<file path="config.mk">
export PLATFORM = sky130hd
export DESIGN_NAME = div_arbiter_seq
export DESIGN_NICKNAME = d
export VERILOG_FILES = /design/src/rtl/div_pkg.sv /design/src/rtl/div_core.sv /design/src/rtl/div_arbiter_seq.sv
export SDC_FILE = /design/constraint.sdc
export NUM_CORES = 1
export LEC_CHECK = 0
export ABC_AREA = 1
export BUFFER_PORTS_ARGS = -buffer_cell sky130_fd_sc_hd__buf_2
export CORE_ASPECT_RATIO = 1.75
export CORE_MARGIN = 8
export CORE_UTILIZATION = 50
export DETAILED_ROUTE_END_ITERATION = 10
export PLACE_DENSITY_LB_ADDON = 0.2
export SLEW_MARGIN = 20
export SYNTH_ARGS = -nofsm -noshare
export SYNTH_HDL_FRONTEND = slang
export SYNTH_HIERARCHICAL = 1
export SYNTH_SLANG_ARGS = --single-unit
</file>
<file path="constraint.sdc">
create_clock -name clk -period 1.7 [get_ports clk]
set_input_delay 0.17 -clock clk [delete_from_list [all_inputs] [get_ports clk]]
set_output_delay 0.17 -clock clk [all_outputs]
set_load 0.02 [all_outputs]
</file>
<file path="src/rtl/div_pkg.sv">
// Shared definitions for the arbitrated sequential divider.
package div_pkg;

  // Default operand/result width
  localparam int unsigned DefaultW = 8;

  // Controller states
  typedef enum logic [1:0] {
    StIdle,
    StIter,
    StDone
  } state_e;

  // Requester identifier (two requesters)
  typedef logic id_t;

endpackage

</file>
<file path="src/rtl/div_core.sv">
// Restoring-division datapath: operand load, one quotient bit per step,
// step counter and held result registers.
module div_core
  import div_pkg::*;
#(
  parameter int unsigned W = DefaultW
) (
  input  logic         clk,
  input  logic         rst,
  input  logic         i_load,
  input  logic [W-1:0] i_dividend,
  input  logic [W-1:0] i_divisor,
  input  logic         i_step,
  input  logic         i_zero_fin,
  output logic         o_last,
  output logic [W-1:0] o_quotient,
  output logic [W-1:0] o_remainder,
  output logic         o_err
);

  localparam int unsigned CntW = (W > 1) ? $clog2(W) : 1;

  logic [W-1:0]    r_dvd;   // dividend bits shifting out, quotient bits shifting in
  logic [W-1:0]    r_div;
  logic [W-1:0]    r_rem;
  logic [CntW-1:0] r_cnt;
  logic [W-1:0]    r_quo_res;
  logic [W-1:0]    r_rem_res;
  logic            r_err;

  logic [W:0]   w_shift;
  logic [W:0]   w_diff;
  logic         w_qbit;
  logic [W-1:0] w_rem_nxt;
  logic [W-1:0] w_quo_nxt;

  // Trial subtraction; the W+1-bit difference MSB is the borrow
  always_comb begin
    w_shift   = {r_rem, r_dvd[W-1]};
    w_diff    = w_shift - {1'b0, r_div};
    w_qbit    = ~w_diff[W];
    w_rem_nxt = w_qbit ? w_diff[W-1:0] : w_shift[W-1:0];
    w_quo_nxt = {r_dvd[W-2:0], w_qbit};
  end

  assign o_last = (r_cnt == CntW'(W - 1));

  // Working registers: load on grant, advance one bit per step
  always_ff @(posedge clk or posedge rst) begin
    if (rst) begin
      r_dvd <= '0;
      r_div <= '0;
      r_rem <= '0;
      r_cnt <= '0;
    end else if (i_load) begin
      r_dvd <= i_dividend;
      r_div <= i_divisor;
      r_rem <= '0;
      r_cnt <= '0;
    end else if (i_step) begin
      r_dvd <= w_quo_nxt;
      r_rem <= w_rem_nxt;
      r_cnt <= r_cnt + 1'b1;
    end
  end

  // Result registers: written only at completion, held otherwise
  always_ff @(posedge clk or posedge rst) begin
    if (rst) begin
      r_quo_res <= '0;
      r_rem_res <= '0;
      r_err     <= 1'b0;
    end else if (i_zero_fin) begin
      r_quo_res <= '1;
      r_rem_res <= '1;
      r_err     <= 1'b1;
    end else if (i_step && o_last) begin
      r_quo_res <= w_quo_nxt;
      r_rem_res <= w_rem_nxt;
      r_err     <= 1'b0;
    end
  end

  assign o_quotient  = r_quo_res;
  assign o_remainder = r_rem_res;
  assign o_err       = r_err;

endmodule

</file>
<file path="src/rtl/div_arbiter_seq.sv">
// Two-requester round-robin arbiter in front of a W-cycle restoring divider.
// Optional macro DIV_ZERO_FLAG_EN: a zero divisor skips iteration and
// completes next cycle with all-ones results and err set.
module div_arbiter_seq
  import div_pkg::*;
#(
  parameter int unsigned W = DefaultW
) (
  input  logic         clk,
  input  logic         rst,
  input  logic [1:0]   req,
  input  logic [W-1:0] dividend0,
  input  logic [W-1:0] divisor0,
  input  logic [W-1:0] dividend1,
  input  logic [W-1:0] divisor1,
  output logic [1:0]   gnt,
  output logic         busy,
  output logic [1:0]   done,
  output logic [W-1:0] quotient,
  output logic [W-1:0] remainder,
  output logic         err
);

  state_e r_state;
  state_e w_state_nxt;
  id_t    r_owner;
  id_t    r_prio;   // requester favoured on contention
  id_t    w_win;

  logic         w_grant;
  logic         w_step;
  logic         w_last;
  logic         w_zero_fin;
  logic [W-1:0] w_dividend;
  logic [W-1:0] w_divisor;

  // Round-robin pick and operand mux
  always_comb begin
    if (&req) w_win = r_prio;
    else      w_win = req[1];
    w_dividend = w_win ? dividend1 : dividend0;
    w_divisor  = w_win ? divisor1  : divisor0;
  end

`ifdef DIV_ZERO_FLAG_EN
  logic w_div_zero;
  assign w_div_zero = (w_divisor == '0);
  assign w_zero_fin = w_grant & w_div_zero;
`else
  assign w_zero_fin = 1'b0;
`endif

  // Next-state and grant/done decode
  always_comb begin
    w_state_nxt = r_state;
    gnt         = 2'b00;
    done        = 2'b00;
    w_grant     = 1'b0;
    w_step      = 1'b0;
    unique case (r_state)
      StIdle: begin
        if (|req) begin
          w_grant     = 1'b1;
          gnt[w_win]  = 1'b1;
          w_state_nxt = StIter;
`ifdef DIV_ZERO_FLAG_EN
          if (w_div_zero) w_state_nxt = StDone;
`endif
        end
      end
      StIter: begin
        w_step = 1'b1;
        if (w_last) w_state_nxt = StDone;
      end
      StDone: begin
        done[r_owner] = 1'b1;
        w_state_nxt   = StIdle;
      end
      default: w_state_nxt = StIdle;
    endcase
  end

  // State, owner and round-robin pointer
  always_ff @(posedge clk or posedge rst) begin
    if (rst) begin
      r_state <= StIdle;
      r_owner <= 1'b0;
      r_prio  <= 1'b0;
    end else begin
      r_state <= w_state_nxt;
      if (w_grant) begin
        r_owner <= w_win;
        r_prio  <= ~w_win;
      end
    end
  end

  assign busy = (r_state != StIdle);

  div_core #(
    .W (W)
  ) u_core (
    .clk         (clk),
    .rst         (rst),
    .i_load      (w_grant),
    .i_dividend  (w_dividend),
    .i_divisor   (w_divisor),
    .i_step      (w_step),
    .i_zero_fin  (w_zero_fin),
    .o_last      (w_last),
    .o_quotient  (quotient),
    .o_remainder (remainder),
    .o_err       (err)
  );

endmodule

</file>
**Word-level counts from Yosys, hierarchy flattened**

Index checks and enable logic that the tools add are counted.

- Bits in registers: 47
- Input port bits: 36
- Logic and storage cells: 54

- Add/sub/neg operators: 2
- Magnitude comparators: 4
- Equality and inequality tests: 5
- Multiplexer cells: 23
- Bitwise operators: 2
- Reduce and logical (&&, ||, !) cells: 9

Operators by type and width:

| operator | number |
|---|---|
| $mux W8 | 7 |
| $mux W2 | 5 |
| $sub A9 B8 Y9 | 1 |
| $mux W1 | 6 |
| $mux W3 | 2 |
| $lt A1 B2 Y1 const B | 2 |
| $pmux W2 S2 | 1 |
| $reduce_and A2 Y1 | 2 |
| $reduce_bool A2 Y1 | 2 |
| $add A3 B1 Y3 const B | 1 |
| $eq A3 B3 Y1 const B | 1 |
| $logic_and A1 B1 Y1 | 3 |
| $demux W1 S1 | 2 |
| $eq A2 B1 Y1 const B | 1 |
| $eq A2 B2 Y1 const B | 1 |
| $ge A1 B1 Y1 const B | 2 |
| $logic_not A2 Y1 | 1 |
| $ne A2 B1 Y1 const B | 1 |
| $ne A2 B2 Y1 const B | 1 |
| $not A1 Y1 | 2 |
| $reduce_or A2 Y1 | 1 |

**Longest topological paths before layout**

Gate-level depths: netlist (run 1).

- Word-level depth: 8
- Gate-level depth with buffers: 14
- Mapped depth without buffers: 14

**Modules after synthesis**

Netlist (run 1), hierarchy kept.

By module, submodules not included:

| module | instances | cells an instance | area an instance (um2) |
|---|---|---|---|
| div_core | 1 | 277 | 2369.8 |
| div_arbiter_seq | 1 | 85 | 476.7 |

**Least setup slack after synthesis (run 1)**

No wires, ideal clock.

- Kind: flip-flop to flip-flop
- From: register u_core.r_dvd[7]
- To: register u_core.r_rem_res[7] (netlist: u_core/o_remainder[7])
- Library setup time: 0.119 ns
- Arrival: 1.724 ns
- Required time: 1.581 ns
- Path slack: -0.143 ns
- Stages on the path, launching flop included: 15
- Period minus slack after synthesis: 1.843 ns
- Path through: dfrtp_1 inv_1 ha_1 inv_1 fa_1 nand2_2 nand2_2 nand3_4 nand2_2 nand2_4 nand2_8 nand2_4 nand2_2 nand2_1 nand2_1

- Word-level cells in the longest chain between the ends: 2

RTL lines:

| item | RTL line | text |
|---|---|---|
| start, declared | div_core.sv:23 | `logic [W-1:0] r_dvd;` |
| start signal, assigned | div_core.sv:56 | `r_dvd <= i_dividend;` |
| start signal, assigned | div_core.sv:61 | `r_dvd <= w_quo_nxt;` |
| $sub A9 B8 Y9 | div_core.sv:40 | `w_diff = w_shift - {1'b0, r_div};` |
| $mux W8 | div_core.sv:42 | `w_rem_nxt = w_qbit ? w_diff[W-1:0] : w_shift[W-1:0];` |
| end signal, assigned | div_core.sv:79 | `r_rem_res <= w_rem_nxt;` |
| end, declared | div_core.sv:28 | `logic [W-1:0] r_rem_res;` |

Every way passes these cells.
A chain may end at the register's enable or synchronous reset.

**Worst setup path after layout (run 1)**

- From: register u_core.r_dvd[7]
- To: register u_core.r_rem_res[2] (netlist: u_core/o_remainder[2])

Same word-level chain as after synthesis.

==> flow_metrics.tcl, run 1 <==
set metrics [dict create \
    grt_pass1_wl_mm 12.51 \
    cts_max_level 2 \
    whs_path_depth 5 \
    failed_checks "setup timing" \
    setup_violations 18 \
    antenna_found_initial 0 \
    drv_cap 0 \
    yosysWarnings 6 \
    layoutNonFillerInstCount 524 \
    num_vias 2624 \
    hold_path_class "in -> reg" \
    internal_power_mw 3.849 \
    drive_above_1_share 0.3170 \
    endpoint_kind "flip-flop" \
    crit_required_ns 1.90 \
    seqPwrFrac 0.237 \
    grt_max_degree 36 \
    place_area_sq_um 3352 \
    dieHeight_um 115.8 \
    track_usage 0.1894 \
    drt_iter0_markers 118 \
    worst_hold_slack_ns 0.1689 \
    antenna_cells 0 \
    power_frac_comb 0.668 \
    finalWorstSetupSlack_ns -0.1055 \
    crit_type "reg -> reg" \
    synth-async-reset-ratio 1.000 \
    overflow 0 \
    io_pins 58 \
    slew_viol_final 0 \
    synth_top_cell_by_area "dfrtp_1" \
    port_buffers 57 \
    fill_cells 516 \
    rows 36 \
    clkTransAtPathRegs_ns 0.09 \
    grt_setup_unrepaired "true" \
    clk-insertion-delay-late_ns 0.30 \
    nNetsFinal 495 \
    vias_per_cell 5.008 \
    dpl.hpwl_mm 5.616 \
    clock_sinks 48 \
    ir_drop_uv 977.1 \
    wl_per_cell_um 13.91 \
    coreArea_sq_um 5540 \
    fmax_mhz 553.9 \
    ys_types 36 \
    swShare 0.4860 \
    timing.final.crit_share 1.062 \
    syn2layout_area_growth_pct 26.51 \
    gp_congestion 0.8241 \
    start_util 0.5138 \
    antenna_left 0 \
    syn_area_per_cell_sq_um 7.863 \
    die_w_um 73.04 \
    synth_edf_count 0 \
    cts_root_buf "clkbuf_8" \
    cts_tree "yes" \
    cts_buffer_depth 2 \
    rr_worst_depth 12 \
    path_max_fanout 5 \
    pwr-share-clk 0.094 \
    cts_buffers 5 \
    final.setup_skew_ns 0.004713 \
    synth_top_flop_cell "dfrtp_1" \
    crit_path_start_kind "flip-flop" \
    netlist_instances 362 \
    yosysSeqAreaShare 0.4220 \
    post-route-min-period_ns 1.805 \
    yosysTopAreaCellShare 0.4220 \
    die_area_sq_um 8459 \
    arrival_ns 2.00 \
    route.detailed.drc 0 \
    dp_slack_ns -0.1507 \
    power_density_nw_per_um2 2080 \
    first_global_vias 2802 \
    status "finished with violations" \
    syn-cell-area_sq_um 2846 \
    wirelength_mm 7.289 \
    hold_viol 0 \
    power_mw 7.490 \
    p_leak_nw 1.845 \
    switchingPower_mw 3.640 \
    place_inst 511 \
    synth_area_leaders "dfrtp_1 42%, nand2_1 15%, nand3_1 6.5%" \
    drt_first_pass_iters 4 \
    yosys_register_bits 48 \
    post-route-cell-area_sq_um 3601 \
]
cells by family (layout without fill, tap and decap cells):
| group | after synthesis | count (layout) | share of synthesized area |
|---|---|---|---|
| adder cells (fa/ha/maj) | 11 | 11 | 0.05099 |
| other | 1 | 2 | 0.001317 |
| AND/OR/NAND/NOR | 195 | 198 | 0.3218 |
| AO/OA/AOI/OAI | 41 | 41 | 0.09231 |
| flip-flops | 48 | 48 | 0.4220 |
| multiplexers | 1 | 1 | 0.003956 |
| XOR/XNOR | 3 | 3 | 0.009232 |
| buffers and inverters | 62 | 144 | 0.09845 |
sequential cells by signal, summed over array words and instances, names as in the netlist, 2 cells and up:
| signal | flops |
|---|---|
| u_core/r_dvd | 8 |
| u_core/r_div | 8 |
| u_core/o_remainder | 8 |
| u_core/r_cnt | 3 |
| r_state | 2 |
| u_core/o_quotient | 8 |
| u_core/r_rem | 8 |
layout make-up:
cell class / instances / area, sq um / share of cell area
clock buffer: 6 / 82.58 / 0.02293
clock inverter: 1 / 8.758 / 0.002432
inverter: 51 / 191.4 / 0.05316
tap: 76 / 95.09 / 0.02641
timing repair buffer: 86 / 505.5 / 0.1404
multi-input combinational: 256 / 1516 / 0.4211
sequential: 48 / 1201 / 0.3336
final timing paths:
kind | endpoint | slack [ns] | startpoint
worst min register to register | u_core/o_err | 0.48 | u_core/o_err
worst max-delay path | u_core/o_remainder[2] | -0.11 | u_core/r_dvd[7]
worst min-delay path | u_core/r_dvd[1] | 0.17 | dividend0[1]
max in group asynchronous | u_core/r_dvd[6] | 0.65 | rst
min in group asynchronous | r_prio | 0.30 | rst
worst max register to register | u_core/o_remainder[2] | -0.11 | u_core/r_dvd[7]
worst max-delay path, stage by stage, from the launching register on:
cell	delay [ns]
dfrtp_1	0.38
inv_2	0.07
ha_4	0.12
inv_2	0.03
fa_2	0.34
nand2_2	0.08
nand2_4	0.06
nand3_4	0.10
nand3_4	0.15
nand2_8	0.13
nand2_2	0.06
nand3_1	0.10
nand2_1	0.07
what timing repair did:
action,in CTS,in global routing
pin swaps,9,5
setup buffers,1,1
endpoints found under the hold margin,38,0
hold buffers,1,0
endpoints found under the setup margin,18,27
resized for setup,13,10
cloned,3,0
Yosys cell counts, types with 2 or more instances:
cell and n:
a21oi_1 18, a22o_1 2, buf_4 2, buf_6 4, clkbuf_1 4, dfrtp_1 48
ha_1 10, inv_1 46, inv_2 4, nand2_1 116, nand2_2 7, nand2_4 5
nand3_1 37, nand3_4 2, nand3b_1 5, nor2_1 17, o21ai_0 9, o221ai_1 7
xnor2_1 2
layout by cell type (no fill, tap or decap), types with 3 or more instances in the layout:
| cell | Yosys | layout |
|---|---|---|
| clkbuf_8 | 1 | 6 |
| o21ai_0 | 9 | 9 |
| nand3_1 | 37 | 32 |
| nand3b_1 | 5 | 5 |
| nand2_4 | 5 | 11 |
| dfrtp_1 | 48 | 48 |
| nand2_2 | 7 | 10 |
| nand3_2 | 0 | 6 |
| buf_4 | 2 | 28 |
| inv_1 | 46 | 43 |
| buf_2 | 0 | 57 |
| ha_4 | 0 | 3 |
| inv_2 | 4 | 7 |
| o221ai_1 | 7 | 7 |
| nand2_1 | 116 | 109 |
| nor2_1 | 17 | 15 |
| a21oi_1 | 18 | 18 |
| ha_1 | 10 | 7 |
per-layer routing:
metal / global-route usage / vias to the layer above / part of all wire
li1: - / 1323 / -
met1: 0.1833 / 1222 / 0.36
met2: 0.3515 / 58 / 0.56
met3: 0.03553 / 21 / 0.027
met4: 0.1196 / 0 / 0.051
met5: 0 / - / 0
power groups by stage:
stage / Clock [mW] / Sequential [mW] / Combinational [mW]
2_1_floorplan: 0 / 1.77 / 3.12
3_3_place_gp: 0 / 1.77 / 4.26
3_5_place_dp: 0 / 1.78 / 4.37
4_1_cts: 0.738 / 1.78 / 4.78
5_1_grt: 0.779 / 1.82 / 5.56
6_report: 0.707 / 1.78 / 5.01
through the flow:
stage          TNS, ns  utilization
2_1_floorplan  -0.6960            -
3_3_place_gp    -1.526       0.6050
6_report        -1.308       0.6500
3_5_place_dp    -2.314       0.6050
5_1_grt         -3.044       0.6500
4_1_cts         -1.389       0.6418
Power figures use the tool's default switching activity.
==> inputs of run 2 (changes only) <==
- SKIP_CTS_REPAIR_TIMING: default -> 1
==> flow_metrics.tcl, run 2 (synthesized netlist as in run 1, its figures left out) <==
set metrics [dict create \
    status "finished with violations" \
    failed_checks "setup timing" \
    clk-insertion-delay-late_ns 0.31 \
    fmax_mhz 544.0 \
    vias_per_cell 5.071 \
    crit_path_start_kind "flip-flop" \
    gp_congestion 0.8241 \
    place_area_sq_um 3352 \
    finalWorstSetupSlack_ns -0.1381 \
    die_w_um 73.04 \
    cts_root_buf "clkbuf_8" \
    antenna_cells 0 \
    coreArea_sq_um 5540 \
    final_common_cell "nand2_1" \
    dieHeight_um 115.8 \
    worst_hold_slack_ns 0.1650 \
    drive_above_1_share 0.3184 \
    num_vias 2647 \
    track_usage 0.1846 \
    wl_per_cell_um 14.04 \
    hold_viol 0 \
    endpoint_kind "flip-flop" \
    layout_common_cells "110 x nand2_1, 57 x buf_2, 48 x dfrtp_1" \
    cts_max_level 2 \
    final.setup_skew_ns 0.004522 \
    power_density_nw_per_um2 2069 \
    ir_drop_uv 964.3 \
    critPathSlowestCell "dfrtp_1" \
    cts_buffer_depth 2 \
    arrival_ns 2.04 \
    slew_viol_final 0 \
    p_leak_nw 1.817 \
    syn2layout_area_growth_pct 26.11 \
    clkTransAtPathRegs_ns 0.09 \
    cpPeakStageDelay_ns 0.38 \
    start_util 0.5138 \
    die_area_sq_um 8459 \
    crit_type "reg -> reg" \
    antenna_left 0 \
    crit_family "simple AND/OR/NAND/NOR gates" \
    crit_required_ns 1.90 \
    clock_sinks 48 \
    cpMostUsedCell "nand2_4" \
    cts_buffers 5 \
    dpl.hpwl_mm 5.616 \
    rows 36 \
    io_pins 58 \
    cp_num_buf_inv 2 \
    post-route-cell-area_sq_um 3590 \
    grt_setup_unrepaired "true" \
    overflow 0 \
    nNetsFinal 493 \
    drv_cap 0 \
    setup_violations 18 \
    cts_tree "yes" \
    timing.final.crit_share 1.081 \
    wirelength_mm 7.327 \
    grt_pass1_wl_mm 12.16 \
    drt_iter0_markers 85 \
    path_cells "inv_2 -> ha_4 -> inv_2 -> fa_2 -> nand2_2 -> nand2_4 -> nand3_4 -> nand2_4 -> nand2_4 -> nand3b_1 -> nand3_1 -> nand2_1" \
    port_buffers 57 \
    hold_path_class "in -> reg" \
    antenna_found_initial 0 \
    fill_cells 524 \
    post-route-min-period_ns 1.838 \
    first_global_vias 2714 \
    path_max_fanout 5 \
    grt_max_degree 36 \
    drt_first_pass_iters 6 \
    setup_tns_ns -1.513 \
    route.detailed.drc 0 \
]
==> run 2: cell types whose count changed in the layout (fill, tap and decap cells not counted) <==
cell	delta
xor2_2	-1
inv_2	+1
nand2_1	+1
nand2_2	+1
xor2_1	+1
nand2_4	-3
nand2_8	+1
buf_4	-2
nand3_1	-3
inv_1	-1
nand3_2	+3
==> run 2: where the power goes <==
| part | switching [mW] | total (mW) | internal (mW) |
|---|---|---|---|
| Sequential | 0.241 | 1.78 | 1.54 |
| Combinational | 3.01 | 4.94 | 1.93 |
| Clock | 0.388 | 0.713 | 0.325 |
| Total | 3.64 | 7.43 | 3.79 |
==> run 2: layer usage <==
layer	track usage	vias to the layer above	part of all wire
met2	0.3437	61	0.56
li1	-	1321	-
met3	0.03120	23	0.029
met1	0.1827	1242	0.36
met5	0	-	0
met4	0.1089	0	0.047
==> run 2: cell type report <==
cell class	instances	area, sq um	share of cell area
Clock buffer	6	82.58	0.02300
Clock inverter	1	8.758	0.002440
Inverter	51	191.4	0.05333
Multi-Input combinational cell	256	1520	0.4235
Sequential cell	48	1201	0.3346
Tap cell	76	95.09	0.02649
Timing Repair Buffer	84	490.5	0.1366
==> run 2: final timing paths <==
| path | start | to | slack, ns | cells past startpoint |
|---|---|---|---|---|
| hold reg to reg | u_core/o_err | u_core/o_err | 0.48 | 1 |
| max in group asynchronous | rst | u_core/r_dvd[6] | 0.65 | 5 |
| min in group asynchronous | rst | r_prio | 0.30 | 3 |
| setup / recovery | u_core/r_dvd[7] | u_core/r_rem[6] | -0.14 | 12 |
| setup reg to reg | u_core/r_dvd[7] | u_core/r_rem[6] | -0.14 | 12 |
| hold / removal | dividend0[1] | u_core/r_dvd[1] | 0.17 | 5 |
==> run 2: tightest hold or removal path, stage by stage <==
cell,delay (ns)
buf_2,0.07
nand2_1,0.04
nand2_1,0.05
nand2_1,0.05
o221ai_1,0.06
==> run 2: per-stage QoR <==
stage               cells  worst slack (ns)  power (mW)    util
CTS                   518           -0.1697       6.891  0.6215
global route          522           -0.2754       8.084  0.6479
floorplan             363          -0.07761       4.890       -
detailed placement    511           -0.1507       6.153  0.6050
global placement      511           -0.1098       6.031  0.6050
finish                522           -0.1381       7.428  0.6479
